File: config.mk
export PLATFORM = sky130hd
export DESIGN_NAME = mem1r1w_arbiter
export DESIGN_NICKNAME = d
export VERILOG_FILES = /design/src/rtl/mem1r1w_arb_pkg.sv /design/src/rtl/rr_arbiter.sv /design/src/rtl/mem1r1w_arbiter.sv
export SDC_FILE = /design/constraint.sdc
export NUM_CORES = 1
export LEC_CHECK = 0
export BUFFER_PORTS_ARGS = -buffer_cell sky130_fd_sc_hd__buf_2
export CAP_MARGIN = 15
export CORE_AREA = 2 2 355 357
export DETAILED_ROUTE_END_ITERATION = 16
export DIE_AREA = 0 0 357 359
export PLACE_DENSITY = 0.3
export SYNTH_ARGS = -nofsm -noshare
export SYNTH_HDL_FRONTEND = slang
export SYNTH_SLANG_ARGS = --single-unit
File: constraint.sdc
create_clock -name clock -period 1.6 [get_ports clock]
set_clock_uncertainty 0.2 [all_clocks]
set_input_delay 0 -clock clock [delete_from_list [all_inputs] [get_ports clock]]
set_output_delay 0 -clock clock [all_outputs]
set_load 0.01 [all_outputs]
File: src/rtl/mem1r1w_arb_pkg.sv
// Shared types for the 1R1W memory arbiter: helper widths, owner index and
// the registered read-stage record.
package mem1r1w_arb_pkg;

   localparam int IDX_W   = 64;
   localparam int DATA_W  = 64;
   localparam int MAX_REQ = 8;
   localparam int OWN_W   = $clog2(MAX_REQ);

   // Wide enough for any legal NUM_REQ (2..8).
   typedef logic [OWN_W-1:0] owner_t;

   typedef struct packed {
      logic              valid;
      owner_t            owner;
      logic              err;
      logic              fwd_hit;
      logic [DATA_W-1:0] fwd_data;
      logic [DATA_W-1:0] fwd_mask;
   } rd_stage_t;

   function automatic logic [DATA_W-1:0] merge_fwd(input logic [DATA_W-1:0] old_d,
                                                   input logic [DATA_W-1:0] new_d,
                                                   input logic [DATA_W-1:0] mask);
      return (old_d & ~mask) | (new_d & mask);
   endfunction

endpackage

File: src/rtl/rr_arbiter.sv
// Round-robin arbiter: one-hot grant to the first valid requester at or after
// the pointer; pointer moves past the winner only when something is granted.
module rr_arbiter
   import mem1r1w_arb_pkg::*;
#(
   parameter int NUM_REQ = 2
) (
   input  logic               clk_i,
   input  logic               rst_ni,
   input  logic [NUM_REQ-1:0] valid_i,
   output logic [NUM_REQ-1:0] grant_o
);

   owner_t ptr_q, ptr_d;
   logic   found;

   always_comb begin
      grant_o = '0;
      ptr_d   = ptr_q;
      found   = 1'b0;
      // First pass covers ptr..NUM_REQ-1, second pass wraps to 0..ptr-1.
      for (int i = 0; i < NUM_REQ; i++) begin
         if (rst_ni && !found && valid_i[i] && (i >= int'(ptr_q))) begin
            found      = 1'b1;
            grant_o[i] = 1'b1;
            ptr_d      = (i == NUM_REQ-1) ? '0 : owner_t'(i + 1);
         end
      end
      for (int i = 0; i < NUM_REQ; i++) begin
         if (rst_ni && !found && valid_i[i] && (i < int'(ptr_q))) begin
            found      = 1'b1;
            grant_o[i] = 1'b1;
            ptr_d      = (i == NUM_REQ-1) ? '0 : owner_t'(i + 1);
         end
      end
   end

   always_ff @(posedge clk_i) begin
      if (!rst_ni) ptr_q <= '0;
      else         ptr_q <= ptr_d;
   end

endmodule

File: src/rtl/mem1r1w_arbiter.sv
// Shares one Mem1R1WHelper (sync read, masked write) among NUM_REQ requesters.
// Define MEM1R1W_ARB_WR_FWD_EN to forward same-cycle write data into a read.
module mem1r1w_arbiter #(
   parameter int NUM_REQ  = 2,
   parameter int RAM_SIZE = 1024,
   parameter int IDX_W    = 64,
   parameter int DATA_W   = 64
) (
   input  logic                      clock,
   input  logic                      reset,
   input  logic [NUM_REQ-1:0]        rd_req_valid,
   input  logic [NUM_REQ*IDX_W-1:0]  rd_req_index,
   output logic [NUM_REQ-1:0]        rd_req_ready,
   output logic [NUM_REQ-1:0]        rd_resp_valid,
   output logic [DATA_W-1:0]         rd_resp_data,
   output logic                      rd_resp_err,
   input  logic [NUM_REQ-1:0]        wr_req_valid,
   input  logic [NUM_REQ*IDX_W-1:0]  wr_req_index,
   input  logic [NUM_REQ*DATA_W-1:0] wr_req_data,
   input  logic [NUM_REQ*DATA_W-1:0] wr_req_mask,
   output logic [NUM_REQ-1:0]        wr_req_ready,
   output logic                      wr_err,
   output logic                      mem_r_enable,
   output logic [IDX_W-1:0]          mem_r_index,
   input  logic [DATA_W-1:0]         mem_r_data,
   output logic                      mem_w_enable,
   output logic [IDX_W-1:0]          mem_w_index,
   output logic [DATA_W-1:0]         mem_w_data,
   output logic [DATA_W-1:0]         mem_w_mask
);
   import mem1r1w_arb_pkg::*;

   localparam logic [IDX_W-1:0] RAM_LIM = IDX_W'(RAM_SIZE);

   logic [NUM_REQ-1:0] rd_gnt, wr_gnt;
   logic [IDX_W-1:0]   rd_idx, wr_idx;
   logic [DATA_W-1:0]  wr_dat, wr_msk, fwd_m;
   owner_t             rd_own;
   logic               rd_any, wr_any, rd_ok, wr_ok;
   rd_stage_t          stg_d, stg_q;

   rr_arbiter #(.NUM_REQ(NUM_REQ)) u_rd_arb (
      .clk_i   (clock),
      .rst_ni  (reset),
      .valid_i (rd_req_valid),
      .grant_o (rd_gnt)
   );

   rr_arbiter #(.NUM_REQ(NUM_REQ)) u_wr_arb (
      .clk_i   (clock),
      .rst_ni  (reset),
      .valid_i (wr_req_valid),
      .grant_o (wr_gnt)
   );

   always_comb begin
      rd_idx = '0;
      rd_own = '0;
      wr_idx = '0;
      wr_dat = '0;
      wr_msk = '0;
      for (int i = 0; i < NUM_REQ; i++) begin
         if (rd_gnt[i]) begin
            rd_idx = rd_req_index[i*IDX_W +: IDX_W];
            rd_own = owner_t'(i);
         end
         if (wr_gnt[i]) begin
            wr_idx = wr_req_index[i*IDX_W +: IDX_W];
            wr_dat = wr_req_data[i*DATA_W +: DATA_W];
            wr_msk = wr_req_mask[i*DATA_W +: DATA_W];
         end
      end
   end

   // Full-width compare: high index bits must not alias into the RAM.
   assign rd_any = |rd_gnt;
   assign wr_any = |wr_gnt;
   assign rd_ok  = rd_idx < RAM_LIM;
   assign wr_ok  = wr_idx < RAM_LIM;

   assign rd_req_ready = rd_gnt;
   assign wr_req_ready = wr_gnt;

   assign mem_r_enable = rd_any & rd_ok;
   assign mem_r_index  = mem_r_enable ? rd_idx : '0;

   assign mem_w_enable = wr_any & wr_ok;
   assign wr_err       = wr_any & ~wr_ok;
   assign mem_w_index  = mem_w_enable ? wr_idx : '0;
   assign mem_w_data   = mem_w_enable ? wr_dat : '0;
   assign mem_w_mask   = mem_w_enable ? wr_msk : '0;

   always_comb begin
      stg_d       = '0;
      stg_d.valid = rd_any;
      stg_d.owner = rd_own;
      stg_d.err   = rd_any & ~rd_ok;
`ifdef MEM1R1W_ARB_WR_FWD_EN
      stg_d.fwd_hit  = mem_r_enable & mem_w_enable & (rd_idx == wr_idx);
      stg_d.fwd_data = wr_dat;
      stg_d.fwd_mask = wr_msk;
`else
      stg_d.fwd_hit  = 1'b0;
`endif
   end

   always_ff @(posedge clock) begin
      if (!reset) stg_q <= '0;
      else        stg_q <= stg_d;
   end

   // Without forwarding the fwd fields are constant zero and fold away.
   assign fwd_m = stg_q.fwd_hit ? stg_q.fwd_mask : '0;

   always_comb begin
      rd_resp_valid = '0;
      for (int i = 0; i < NUM_REQ; i++)
         rd_resp_valid[i] = reset & stg_q.valid & (stg_q.owner == owner_t'(i));
   end

   assign rd_resp_err  = reset & stg_q.valid & stg_q.err;
   assign rd_resp_data = (reset && stg_q.valid && !stg_q.err)
                         ? merge_fwd(mem_r_data, stg_q.fwd_data, fwd_m) : '0;

endmodule

==> summary.md <==
| Metric | Value |
|---|---|
| Status | `finished, violations left` |
| Failing checks | `setup timing` |
| GP Congestion | `0.964` |
| #FFs+latches synth | `5` |
| Initial antenna violation count | `39` |
| Worst Hold Class | `in2reg` |
| Via-to-Cell Ratio | `2.68` |
| Root Buffer | `clkbuf_16` |
| Multiplexer share of the synthesized area | `0%` |
| Initial drt markers | `370` |
| Synth Area in Simple Gates | `39.2%` |
| Final Worst Setup Slack | `-0.794 ns` |
| Routed Antenna Nets | `0` |
| Grt total ovfl | `0` |
| H-tree depth | `1` |
| Async SR Flop Fraction | `0%` |
| CP bufs+invs | `3` |
| Syn Area/Cell | `6.15 um^2` |
| CTS sink count | `5` |
| Count leader, synth | `a22oi_1` |
| Crit path max fanout | `9` |
| First-pass GRT wire length | `80100 um` |
| Clock latency on the worst-skew pair | `0.23 ns` |
| P_leak | `5.89 nW` |
| Clock Tree Buf Depth | `2` |
| Max stage delay on crit path | `0.67 ns` |
| Worst Setup Start Kind | `primary input` |
| Syn Inst Count | `635` |
| Mapped Area | `0.00390 mm^2` |
| Post-synth cell types | `28` |
| WHS Path Cells | `3` |
| Die ar. | `0.128 mm^2` |
| Avg WL per Cell | `20.4 um` |
| Predominant post-synthesis flop cell | `dfxtp_1` |
| Number of synthesized flops with an enable pin | `0` |
| Post-synthesis compound-gate area fraction | `30.8%` |
| Pwr dens | `314 mW/mm^2` |
| Synth top cells by count | `a22oi_1 (148), nor2_1 (146), buf_4 (109), and2_1 (67), nor4_1 (52)` |
| Final hold vios | `0` |
| Die X | `357 um` |
| Largest family of logic cells by synthesized area | `simple AND/OR/NAND/NOR gates` |
| Share of the yosys chip area belonging to registers | `2.56%` |
| Layout area overhead | `221%` |
| I/O pins | `912` |
| Most area-hungry cell type in the Yosys netlist | `a22oi_1` |
| Yosys top cell area share | `28.5%` |
| Maximum vdd drop | `261 uV` |
| CTS clk-pin slew, worst paths | `0.04 ns` |
| Effective utilization at floorplan | `3.13%` |
| Layout filler cell count | `14700` |
| Worst EP required | `1.40 ns` |
| TritonCTS clock tree | `done` |
| Delay-heaviest family, CP | `simple AND/OR/NAND/NOR gates` |
| Fin Hold WS | `0.00858 ns` |
| Pin count of the biggest net entering global routing | `33` |
| Number of max-cap violations | `0` |
| HPWL after DPL | `58700 um` |
| Post-Synth XOR/XNOR Area | `0%` |
| Fin crit period | `2.39 ns` |
| Synth Area in Adders | `0%` |
| Crit path DAT | `2.19 ns` |
| Num rows | `130` |
| Crit. End Element | `primary output` |
| Yosys warning count | `0` |
| Post-route DRC violation count | `0` |
| Fmax | `0.418 GHz` |
| CTS Buf Count | `3` |
| R2R cell count | `5` |
| Top cells by area, synth | `a22oi_1 (28%), buf_4 (21%), nor2_1 (14%), and2_1 (11%), nor4_1 (8.3%)` |
| First-pass DRT Iterations | `5` |
| Slowest CP cell | `or4_4` |
| DRT Wirelength | `64900 um` |
| Setup Viol. Count Final | `169` |
| Chip height | `359 um` |
| RSZ-0062 raised after global routing | `true` |
| Setup Crit Path Kind | `in2out` |
| Nets | `2109` |
| Total track usage | `9.46%` |
| Fraction of final layout cells sized beyond drive strength 1 | `71.7%` |
| Max-slew violations | `0` |
| Fin crit share | `150%` |
| I/O Buffers | `803` |
| CORE AREA | `0.125 mm^2` |
| Slew headroom | `54.6%` |
| Setup TNS | `-93.03 ns` |
| Critical Path, Cell by Cell | `buf_6 > nor4_4 > nand4_1 > or4_4 > a21bo_4 > buf_12 > nor3_4 > buf_2` |
| Vias | `8523` |
| Slew @ Worst Pin | `0.681 ns` |
| Vias in the first global route | `8495` |
| Crit path depth | `8` |
==> power by group <==
group / switching, mW / leakage, nW / internal (mW)
Combinational: 1.77 / 5.80 / 1.59
Clock: 0.101 / 0.0409 / 0.328
Sequential: 0.00776 / 0.0421 / 0.136
==> worst register-to-register path, delay by kind of cell, from the launching register on <==
| kind | cells | cell delay [ns] |
|---|---|---|
| and+or+nand+nor | 1 | 0.18 |
| AOI/OAI and AO/OA | 3 | 0.63 |
| DFF | 1 | 0.31 |
| buffers and inverters | 1 | 0.23 |
==> final timing paths <==
check | start | to | slack, ns
worst max-delay path | rd_req_index[79] | mem_r_index[3] | -0.79
worst min-delay path | reset | u_wr_arb.ptr_q[0] | 0.009
worst max register to register | u_rd_arb.ptr_q[0] | stg_q[129] | 0
worst min register to register | u_wr_arb.ptr_q[0] | u_wr_arb.ptr_q[0] | 0.32
==> registers in the layout, summed over array words and instances (netlist names) <==
name            count
u_rd_arb.ptr_q      1
stg_q               3
u_wr_arb.ptr_q      1
==> area by class of cell <==
cell class	instances	area, um^2	area share [%]
multi-input combinational	568	3940	31.5
clock inverter	1	5.00	0.0400
tap	1650	2060	16.5
inverter	3	11.3	0.0899
timing repair buffer	946	6310	50.4
sequential	5	103	0.819
clock buffer	3	75.1	0.600
antenna	5	12.5	0.0999
==> cell usage in the layout (no fill, tap or decap), drive strengths merged, types with 3 or more instances in the layout <==
cell / Yosys / final
a21boi: 3 / 3
a22oi: 148 / 148
and2: 67 / 67
and3: 3 / 3
buf: 121 / 942
clkbuf: 45 / 3
conb: 1 / 108
dfxtp: 5 / 5
diode: 0 / 5
dlygate4sd3: 0 / 3
inv: 3 / 3
nand2: 6 / 6
nand4: 12 / 12
nor2: 146 / 146
nor3: 10 / 10
nor4: 53 / 53
o21ai: 3 / 3
==> through the flow <==
stage	power [mW]	setup slack [ns]	instance area (um^2)	cells	utilization (%)
final	3.93	-0.794	12500	3181	10.0
after global placement	3.10	-1.63	10800	3152	8.68
after detailed placement	3.08	-1.59	10800	3152	8.68
after CTS	3.94	-0.772	12200	3177	9.75
after floorplan	1.23	-0.0122	4420	742	-
after global routing	4.25	-0.858	12500	3181	10.0
==> metal layers <==
metal	routed length, um	track usage, %	vias to the layer above
li1	-	-	3883
met1	28400	12.4	3973
met2	30300	15.8	577
met3	5080	2.31	72
met4	1060	1.40	18
met5	106	0	-
==> repair_timing <==
item                                    CTS  global route
hold endpoints to repair                  3             0
resized for setup                       240           104
pin swaps                                48            29
gates cloned                              6             0
hold buffers                              4             0
endpoints found under the setup margin  188           219
setup buffers                            12             1
==> logic make-up (layout without fill, tap and decap cells) <==
group / after synthesis / in the layout
AO/OA/AOI/OAI: 161 / 161
buffers and inverters: 169 / 953
flip-flops: 5 / 5
other: 1 / 113
AND/OR/NAND/NOR: 299 / 299
(Power assumes the default switching activity.)
